**src/rtl/add32_byte_serial.sv**
```systemverilog
// Byte-serial wide adder: one shared 8-bit carry-lookahead slice is stepped LSB
// first across latched operands, with carry chained through a register.

module cla_8bit (
  input  logic [7:0] a,
  input  logic [7:0] b,
  input  logic       ci,
  output logic [7:0] s,
  output logic       co
);

  logic [7:0] g;
  logic [7:0] p;
  logic [8:0] c;
  logic       acc;
  logic       pp;

  assign g = a & b;
  assign p = a ^ b;

  // Each carry expanded as a flat sum of generate terms, not rippled.
  always_comb begin
    c    = '0;
    acc  = 1'b0;
    pp   = 1'b0;
    c[0] = ci;
    for (int i = 0; i < 8; i++) begin
      acc = g[i];
      pp  = p[i];
      for (int j = i - 1; j >= 0; j--) begin
        acc = acc | (pp & g[j]);
        pp  = pp & p[j];
      end
      acc      = acc | (pp & ci);
      c[i + 1] = acc;
    end
  end

  assign s  = p ^ c[7:0];
  assign co = c[8];

endmodule

module add32_byte_serial #(
  parameter int unsigned NUM_BYTES = 4
) (
  input  logic                   clk,
  input  logic                   rst,
  input  logic                   in_valid,
  output logic                   in_ready,
  input  logic [8*NUM_BYTES-1:0] in_a,
  input  logic [8*NUM_BYTES-1:0] in_b,
  input  logic                   in_ci,
  output logic                   out_valid,
  input  logic                   out_ready,
  output logic [8*NUM_BYTES-1:0] out_s,
  output logic                   out_co,
  output logic                   out_ovf,
  output logic                   busy
);

  localparam int unsigned W     = 8 * NUM_BYTES;
  localparam int unsigned IDX_W = (NUM_BYTES > 1) ? $clog2(NUM_BYTES) : 1;
  localparam logic [IDX_W-1:0] LAST_IDX = IDX_W'(NUM_BYTES - 1);

  localparam logic [1:0] IDLE = 2'd0;
  localparam logic [1:0] ADD  = 2'd1;
  localparam logic [1:0] DONE = 2'd2;

  logic [1:0]       state;
  logic [1:0]       state_next;
  logic [IDX_W-1:0] idx;
  logic             carry;
  logic [W-1:0]     a_q;
  logic [W-1:0]     b_q;
  logic [7:0]       slice_s;
  logic             slice_co;
  logic             accept_c;
  logic             last_c;

  assign accept_c = (state == IDLE) && in_valid;
  assign last_c   = (idx == LAST_IDX);

  cla_8bit u_cla (
    .a  (a_q[8*idx +: 8]),
    .b  (b_q[8*idx +: 8]),
    .ci (carry),
    .s  (slice_s),
    .co (slice_co)
  );

  // State register plus handshake flags decoded from the next state.
  always_ff @(posedge clk) begin
    if (rst) begin
      state     <= IDLE;
      in_ready  <= 1'b1;
      out_valid <= 1'b0;
      busy      <= 1'b0;
    end else begin
      state     <= state_next;
      in_ready  <= (state_next == IDLE);
      out_valid <= (state_next == DONE);
      busy      <= (state_next != IDLE);
    end
  end

  always_comb begin
    state_next = state;
    case (state)
      IDLE:    if (in_valid)  state_next = ADD;
      ADD:     if (last_c)    state_next = DONE;
      DONE:    if (out_ready) state_next = IDLE;
      default:                state_next = IDLE;
    endcase
  end

  // Operand capture and one byte of sum per cycle while in ADD.
  always_ff @(posedge clk) begin
    if (rst) begin
      idx     <= '0;
      carry   <= 1'b0;
      a_q     <= '0;
      b_q     <= '0;
      out_s   <= '0;
      out_co  <= 1'b0;
      out_ovf <= 1'b0;
    end else if (accept_c) begin
      a_q   <= in_a;
      b_q   <= in_b;
      carry <= in_ci;
      idx   <= '0;
    end else if (state == ADD) begin
      out_s[8*idx +: 8] <= slice_s;
      carry             <= slice_co;
      if (last_c) begin
        out_co  <= slice_co;
        out_ovf <= (a_q[W-1] == b_q[W-1]) && (slice_s[7] != a_q[W-1]);
      end else begin
        idx <= idx + IDX_W'(1);
      end
    end
  end

endmodule

```
**config.mk**
```make
export PLATFORM = sky130hd
export DESIGN_NAME = add32_byte_serial
export DESIGN_NICKNAME = d
export VERILOG_FILES = /design/src/rtl/add32_byte_serial.sv
export SDC_FILE = /design/constraint.sdc
export NUM_CORES = 1
export LEC_CHECK = 0
export BUFFER_PORTS_ARGS = -buffer_cell sky130_fd_sc_hd__buf_4
export CAP_MARGIN = 20
export CORE_MARGIN = 2
export CORE_UTILIZATION = 50
export DETAILED_ROUTE_END_ITERATION = 8
export PLACE_DENSITY = 0.81
export SLEW_MARGIN = 20
export SYNTH_ARGS = -nofsm -noshare
export SYNTH_HDL_FRONTEND = slang
export SYNTH_SLANG_ARGS = --single-unit
```
**constraint.sdc**
```tcl
create_clock -name clk -period 6.9 [get_ports clk]
set_input_delay 1.035 -clock clk [delete_from_list [all_inputs] [get_ports clk]]
set_output_delay 1.035 -clock clk [all_outputs]
set_load 0.01 [all_outputs]
```
==> flow_summary.ini, run 1 <==
[global_routing]
grt_first_pass_wirelength_um = 17900
first_global_vias = 3839
maximum_number_of_pins_on_one_net_before_global_route_repair = 101
overflow = 0
combined_global_route_utilization_of_all_metal_layers_pct = 22.3
antenna_violations_before_repair = 0

[setup_path]
r2r_start = idx[0]
path_class = flip-flop to flip-flop
endpoint_kind = flip-flop
critical_path.startpoint_type = flip-flop
critical_path.reg2reg.endpoint = out_s[6]
rr_worst_depth = 8
setup.worst_path.start = idx[0]
arrival_ns = 3.69
cp_data_required_time_ns = 7.11
reg2reg_setup_slack_ns = 3.41
crit_path_max_fanout = 15

[yosys]
postSynthNetCount = 598
synthesis.area_um2 = 4570
async_flop_share_pct = 0
synth_area_leader_cell = dfxtp_1
post-synth-top-area-fraction_pct = 46.5
ys_ff_latch = 106
synth.top_cells.by_area = dfxtp_1 46%, nand2_1 12%, mux4_2 7.9%
synth_seq_area_share_pct = 46.5
synth_ff_type = dfxtp_1
syn_area_per_cell_um2 = 8.90
syn_inst = 513
synth.lib_cells_used.distinct = 46
synth_edf_count = 0
synthesis.yosys.warnings = 0

[clock_tree]
cts_root_buf = clkbuf_8
cts-hold-fix-buffers = 0
cts_tree = done
clkSinkCount = 106
post-cts-setup-buffer-count = 0
clock_latency_ns = 0.36
register_clock_pin_slew_on_the_reported_worst_setup_and_hold_paths_ns = 0.10
cts-root-to-sink-buffers = 2
cts-htree-levels = 3
numCtsBuffers = 9
post_cts_resize_count = 0

[routing]
top_layer_used = met4
wl_met2_um = 5100
route.antenna.remaining_nets = 0
totalWireLength_um = 10800
firstDrtPassIters = 4
detailroute.via_count = 3892
detail_route.iter0.violations = 231
route.detailed.vias_per_inst = 5.47
wl_met3_um = 487
wirelength_met1_um = 4860
detail_route.drc_violations = 0
routedWlPerCell_um = 15.2

[placement]
post_dp_cell_area_um2 = 5370
io_buffer_count = 105
dp_hpwl_um = 7930
gp_congestion = 0.855

[power_and_ir_drop]
net-switching-power_w = 0.000326
seq_power_share_pct = 55.1
power_frac_clock_pct = 30.2
p_int_w = 0.000870
switching_share_pct = 27.3
total_leakage_power_nw = 2.27
share_comb_of_total_power_pct = 14.7
ir_drop_mv = 0.0947
powerDensity_nw_per_um2 = 215

[die]
initial_utilization_pct = 51.9
die_width_um = 99.6
io-pin-count = 106
dieHeight_um = 99.6
fp.coreArea_um2 = 8810
floorplan.die_area_um2 = 9910
rows = 34

[timing]
clock.fmax_ghz = 0.287
max_slew.worst_pin.slew_ns = 0.999
max_slew_violations = 0
relSlewSlack_pct = 33.4
clock_period_minus_worst_slack_ns = 3.49
period_share_pct = 50.5
setup_repair_after_global_routing_missed_its_margin = false
worst_hold_slack_ns = 0.460
setup_viol = 0
final_hold_viol_count = 0
final.setup.tns_ns = 0
final_clock_skew_ns = 0.00943

[layout]
antenna-diode-count = 0
finish.instance_area_um2 = 5560
final_layout_size_suffix_gt1_share_pct = 25.5
fin_util_pct = 63.2
layout-area-overhead-vs-synth_pct = 21.8
final_net_count = 683

[worst_hold_path]
min-delay-start = b_q[7]
min-delay-path-class = flip-flop to flip-flop
hold-path-endpoint = b_q[7]
worstHoldPathCells = 2

[run]
cap_violations = 0

[status]
status = finished clean
## critical path: stages (launching register included)
cell and delay, ns:
dfxtp_1 0.75, buf_4 0.38, mux4_2 0.53, ha_1 0.35
o21ai_0 0.40, nor3_1 0.14, nor3_1 0.27, xor2_1 0.38
o31ai_1 0.13
## metrics by stage
stage	instances	power, W	setup WS [ns]
floorplan	513	0.000782	4.08
global placement	695	0.000841	3.60
detailed placement	695	0.000848	3.45
CTS	711	0.00120	3.40
global route	711	0.00125	3.13
finish	711	0.00120	3.41
## cell type report
class | count | area [µm²]
tap | 108 | 135
inverter | 5 | 18.8
timing repair buffer | 107 | 803
multi-input combinational | 369 | 2290
sequential | 106 | 2120
clock inverter | 5 | 37.5
fill | 737 | 3240
clock buffer | 11 | 151
## placed cells by master, fill, tap and decap left out, types with 3 or more instances in the layout
cell type  instances
or3_1              3
nand2_4            3
a21oi_1           69
nand3_1            8
dfxtp_1          106
o21a_1             3
nand2_1          140
a22oi_1           20
o31ai_1            6
a32o_1             4
a211oi_1           3
ha_1              15
xor2_1             3
clkbuf_8          11
buf_4            107
and2_1             4
inv_1              5
mux4_2            16
nor2_1            28
o21ai_0            5
nor3_1            11
## synthesized netlist by cell type, types with 4 or more instances
cell type	number
a21oi_1	69
a22oi_1	20
a32o_1	4
and2_1	5
buf_1	4
buf_2	7
clkbuf_1	21
dfxtp_1	106
ha_1	15
inv_1	5
mux4_2	16
nand2_1	141
nand3_1	8
nor2_1	28
nor3_1	11
o21ai_0	5
o31ai_1	6
## worst max-delay path by stage
stage | end | slack (ns)
2_1_floorplan | out_s[31] | 4.08
3_3_place_gp | out_s[14] | 3.60
3_5_place_dp | out_s[6] | 3.45
4_1_cts | out_s[6] | 3.40
5_1_grt | out_s[30] | 3.13
6_report | out_s[6] | 3.41
## flip-flops by register name, summed over array words and instances (netlist names)
| signal | flops |
|---|---|
| out_s | 32 |
| in_ready | 1 |
| state | 2 |
| busy | 1 |
| out_ovf | 1 |
| carry | 1 |
| a_q | 32 |
| idx | 2 |
| out_valid | 1 |
| b_q | 32 |
| out_co | 1 |
## metal layers
layer | up-vias | global-route usage (%)
met2 | 123 | 36.0
met1 | 1797 | 29.5
met4 | 0 | 10.5
met3 | 26 | 3.30
li1 | 1946 | -
met5 | - | 0
## power groups by stage
stage	registers (W)	clock network (W)	logic (W)
after floorplan	0.000666	0	0.000116
after global placement	0.000671	0	0.000170
after detailed placement	0.000673	0	0.000175
after CTS	0.000659	0.000363	0.000176
after global routing	0.000662	0.000389	0.000195
final	0.000659	0.000361	0.000176
## logic make-up after synthesis
| kind of cell | after synthesis | synth area share [%] |
|---|---|---|
| buffers and inverters | 38 | 3.48 |
| xor gates and xnor gates | 5 | 0.959 |
| and+or+nand+nor | 212 | 20.2 |
| adders and majority gates | 16 | 4.55 |
| AOI/OAI and AO/OA | 119 | 16.3 |
| DFF | 106 | 46.5 |
| muxes | 17 | 8.11 |
(Power assumes the default switching activity.)
==> inputs of run 2 (changes only) <==
clock period = 3.25 ns   (was 6.9 ns; I/O delays follow)
==> flow_summary.ini, run 2 (synthesis results as in run 1) <==
[power_and_ir_drop]
total_leakage_power_nw = 2.29
ir_drop_mv = 0.205
powerDensity_nw_per_um2 = 465

[layout]
stdcell_count = 713
fin_util_pct = 63.5
layout.cells.most_common_list = 140 x nand2_1, 109 x buf_4, 106 x dfxtp_1, 69 x a21oi_1, 28 x nor2_1
antenna-diode-count = 0
layout-area-overhead-vs-synth_pct = 22.4
multiInputGateArea_um2 = 2290
fillers = 735
finish.instance_area_um2 = 5590
reg_top3 = a_q (32), b_q (32), out_s (32)
final_net_count = 685
layout_commonest_cell = nand2_1
sequential_cell_area_um2 = 2120
final_layout_size_suffix_gt1_share_pct = 25.8

[clock_tree]
cts_tree = done
cts-root-to-sink-buffers = 2
cts-hold-fix-buffers = 0
register_clock_pin_slew_on_the_reported_worst_setup_and_hold_paths_ns = 0.10
numCtsBuffers = 9
cts-htree-levels = 3
clkSinkCount = 106
post-cts-setup-buffer-count = 0
cts_root_buf = clkbuf_8
clock_latency_ns = 0.37
post_cts_resize_count = 0

[routing]
route.antenna.remaining_nets = 0
routedWlPerCell_um = 15.7
detailroute.via_count = 3942
totalWireLength_um = 11200
detail_route.iter0.violations = 235
firstDrtPassIters = 4
route.detailed.vias_per_inst = 5.53
detail_route.drc_violations = 0

[placement]
post_dp_cell_area_um2 = 5380
io_buffer_count = 105
dp_hpwl_um = 8360
gp_congestion = 0.873
total_instance_count_after_detailed_placement = 697

[timing]
final.setup.tns_ns = 0
clock.fmax_ghz = 0.346
max_slew_violations = 0
relSlewSlack_pct = 34.5
final_clock_skew_ns = 0.0146
max_slew.worst_pin.slew_ns = 0.982
clock_period_minus_worst_slack_ns = 2.89
period_share_pct = 89.0
final_hold_viol_count = 0
setup_viol = 0
setup_repair_after_global_routing_missed_its_margin = false

[die]
dieHeight_um = 99.6
initial_utilization_pct = 51.9
floorplan.die_area_um2 = 9910
rows = 34
die_width_um = 99.6
fp.coreArea_um2 = 8810
io-pin-count = 106

[worst_hold_path]
min-delay-path-class = input pin to flip-flop

[global_routing]
combined_global_route_utilization_of_all_metal_layers_pct = 23.1
overflow = 0
grt_first_pass_wirelength_um = 18200
first_global_vias = 3925
antenna_violations_before_repair = 0
maximum_number_of_pins_on_one_net_before_global_route_repair = 101

[setup_path]
path_class = flip-flop to flip-flop
arrival_ns = 3.18
critical_path.startpoint_type = flip-flop
endpoint_kind = flip-flop
crit_path_max_fanout = 13
cp_data_required_time_ns = 3.54

[run]
cap_violations = 0

[status]
status = finished clean
## run 2: cell count changes in the layout (fill, tap and decap cells not counted)
cell | previous run | this run
buf_4 | 107 | 109
clkinv_2 | 1 | 2
bufinv_16 | 0 | 1
inv_6 | 1 | 3
clkbuf_8 | 11 | 9
clkinvlp_4 | 2 | 0
## run 2: stage by stage
stage | hold slack, ns | power [W] | setup slack, ns
6_report | 0.352 | 0.00260 | 0.358
3_3_place_gp | 0.439 | 0.00179 | 0.529
2_1_floorplan | 0.433 | 0.00166 | 0.435
3_5_place_dp | 0.444 | 0.00181 | 0.414
5_1_grt | 0.344 | 0.00271 | 0.195
4_1_cts | 0.347 | 0.00261 | 0.379
## run 2: power breakdown
part           switching [W]  total [W]  internal (W)
combinational       0.000218   0.000385      0.000167
sequential         0.0000355    0.00139       0.00136
clock               0.000457   0.000821      0.000363
## run 2: cell type report
cell class                 count  share of cell area [%]
inverter                       5                   0.336
clock inverter                 7                    1.34
multi-input combinational    369                    41.1
sequential                   106                    38.0
clock buffer                   9                    2.22
timing repair buffer         109                    14.6
tap                          108                    2.42
## run 2: critical path, cell delays in order (launching register included)
cell	delay, ns
dfxtp_1	0.34
buf_4	0.27
mux4_2	0.57
ha_1	0.41
nand2_1	0.11
or3_4	0.43
a311oi_2	0.41
a22oi_1	0.12
nor2_1	0.14
## run 2: worst paths after layout
path	from	endpoint	slack, ns	depth (start not counted)
worst max-delay path	idx[0]	out_s[21]	0.36	8
worst min-delay path	in_a[22]	a_q[22]	0.35	3
worst max register to register	idx[0]	out_s[21]	0.36	8
worst min register to register	b_q[29]	b_q[29]	0.46	2
## run 2: per-layer routing
| metal | up-vias | global-route usage, % | part of all wire [%] |
|---|---|---|---|
| met5 | - | 0 | 0 |
| met4 | 0 | 7.80 | 1.8 |
| met3 | 17 | 5.06 | 5.5 |
| met2 | 131 | 40.0 | 50 |
| met1 | 1835 | 28.6 | 42 |
| li1 | 1959 | - | - |
==> inputs of run 3 (changes only) <==
CORE_UTILIZATION = 48   (was 50)
clock period = 2.55 ns   (was 3.25 ns; I/O delays follow)
==> flow_summary.ini, run 3 (synthesis results as in run 1) <==
[status]
status = finished, violations left
failed_checks = negative setup slack

[routing]
routedWlPerCell_um = 15.4
route.antenna.remaining_nets = 0
detailroute.via_count = 4056
detail_route.iter0.violations = 236
detail_route.drc_violations = 0
totalWireLength_um = 11700
firstDrtPassIters = 4
route.detailed.vias_per_inst = 5.35

[power_and_ir_drop]
ir_drop_mv = 0.329
total_leakage_power_nw = 2.45
p_int_w = 0.00261
switching_share_pct = 26.8
powerDensity_nw_per_um2 = 585
share_comb_of_total_power_pct = 16.8
net-switching-power_w = 0.000953
seq_power_share_pct = 50.0
power_frac_clock_pct = 33.3
totalPowerFinal_w = 0.00356

[layout]
final_net_count = 709
layout_commonest_cell = nand2_1
final_layout_size_suffix_gt1_share_pct = 33.4
sequential_cell_area_um2 = 2130
stdcell_count = 758
fillers = 717
multiInputGateArea_um2 = 2480
fin_util_pct = 65.8
layout.cells.most_common_list = 139 x nand2_1, 128 x buf_4, 105 x dfxtp_1, 68 x a21oi_1, 28 x nor2_1
layout-area-overhead-vs-synth_pct = 33.1
finish.instance_area_um2 = 6080
antenna-diode-count = 0
reg_top3 = a_q (32), b_q (32), out_s (32)

[timing]
clock_period_minus_worst_slack_ns = 2.59
final_hold_viol_count = 0
final.setup.tns_ns = -0.164
period_share_pct = 101
relSlewSlack_pct = 55.3
max_slew_violations = 0
final_setup_slack_of_the_worst_path_ns = -0.0378
max_slew.worst_pin.slew_ns = 0.671
setup_repair_after_global_routing_missed_its_margin = true
setup_viol = 8
clock.fmax_ghz = 0.386
final_clock_skew_ns = 0.00923

[global_routing]
maximum_number_of_pins_on_one_net_before_global_route_repair = 68
overflow = 0
combined_global_route_utilization_of_all_metal_layers_pct = 23.4
grt_first_pass_wirelength_um = 19000
antenna_violations_before_repair = 0
first_global_vias = 3958

[setup_path]
critical_path.startpoint_type = flip-flop
cp_data_required_time_ns = 2.82
crit_family = simple AND/OR/NAND/NOR gates
cp.buffers_inverters = 1
crit_path_top_delay_cell = mux4_2
endpoint_kind = flip-flop
path_class = flip-flop to flip-flop
max_stage_delay_ns = 0.55
crit_path_max_fanout = 8
arrival_ns = 2.86
critical_path.cell_chain = buf_12 > mux4_2 > ha_4 > o21ai_4 > or3_4 > a31oi_4 > o31ai_1 > and2_1

[die]
dieHeight_um = 102
io-pin-count = 106
rows = 35
initial_utilization_pct = 49.4
die_width_um = 102
floorplan.die_area_um2 = 10300
fp.coreArea_um2 = 9240

[worst_hold_path]
min-delay-path-class = input pin to flip-flop

[clock_tree]
clock_latency_ns = 0.38
cts_root_buf = clkbuf_8
register_clock_pin_slew_on_the_reported_worst_setup_and_hold_paths_ns = 0.10
clkSinkCount = 106
cts-htree-levels = 3
cts_tree = done
cts-root-to-sink-buffers = 2
numCtsBuffers = 9
cts-hold-fix-buffers = 0

[placement]
total_instance_count_after_detailed_placement = 737
io_buffer_count = 105
gp_congestion = 0.846
post_dp_cell_area_um2 = 5590
dp_hpwl_um = 7990

[run]
cap_violations = 0
## run 3: cell types whose count changed in the layout (fill, tap and decap cells not counted), moves of 5 or more
| cell | before | now |
|---|---|---|
| o31ai_1 | 6 | 1 |
| nor3_1 | 11 | 6 |
| o31ai_2 | 0 | 5 |
| buf_4 | 109 | 128 |
| ha_4 | 0 | 5 |
| ha_1 | 15 | 8 |
| nor3_2 | 1 | 6 |
## run 3: worst paths after layout
check             slack (ns)        end  startpoint  depth (start not counted)
hold / removal          0.24    a_q[28]    in_a[28]                          3
setup reg to reg       -0.04  out_s[15]      idx[0]                          8
setup / recovery       -0.04  out_s[15]      idx[0]                          8
hold reg to reg         0.46    b_q[26]     b_q[26]                          2
## run 3: layout make-up
type,count,area share (%)
Multi-Input combinational cell,369,40.8
Clock inverter,6,1.58
Clock buffer,10,2.26
Inverter,5,0.309
Tap cell,129,2.65
Timing Repair Buffer,133,17.4
Sequential cell,106,35.0
## run 3: through the flow
step / worst slack, ns / hold WS (ns)
floorplan: -0.000806 / 0.433
global placement: -0.0728 / 0.441
detailed placement: -0.142 / 0.446
CTS: -0.0555 / 0.230
global route: -0.125 / 0.228
finish: -0.0378 / 0.240
## run 3: timing repair
action,CTS,global route
hold endpoints to repair,0,0
setup buffers,2,2
resized for setup,19,19
cloned,1,0
endpoints found under the setup margin,23,20
pin swaps,12,23
## run 3: worst reg2reg max path, delay by kind of cell (launching register included)
kind | cells | cell delay (ns)
AOI/OAI and AO/OA | 3 | 0.49
adders and majority gates | 1 | 0.31
buffers and inverters | 1 | 0.13
DFF | 1 | 0.43
muxes | 1 | 0.55
and+or+nand+nor | 2 | 0.59
## run 3: power groups by stage
stage / Sequential [W] / Clock, W / Combinational [W]
3_3_place_gp: 0.00181 / 0 / 0.000507
2_1_floorplan: 0.00180 / 0 / 0.000318
4_1_cts: 0.00178 / 0.00120 / 0.000571
3_5_place_dp: 0.00181 / 0 / 0.000520
6_report: 0.00178 / 0.00118 / 0.000597
5_1_grt: 0.00179 / 0.00126 / 0.000651
## run 3: routing by layer
metal  up-vias  part of all wire, %  track usage (%)
met2       142                   52             40.6
li1       1996                    -                -
met4         0                  1.8             7.28
met1      1901                   41             29.3
met3        17                  5.3             4.62
met5         -                    0                0
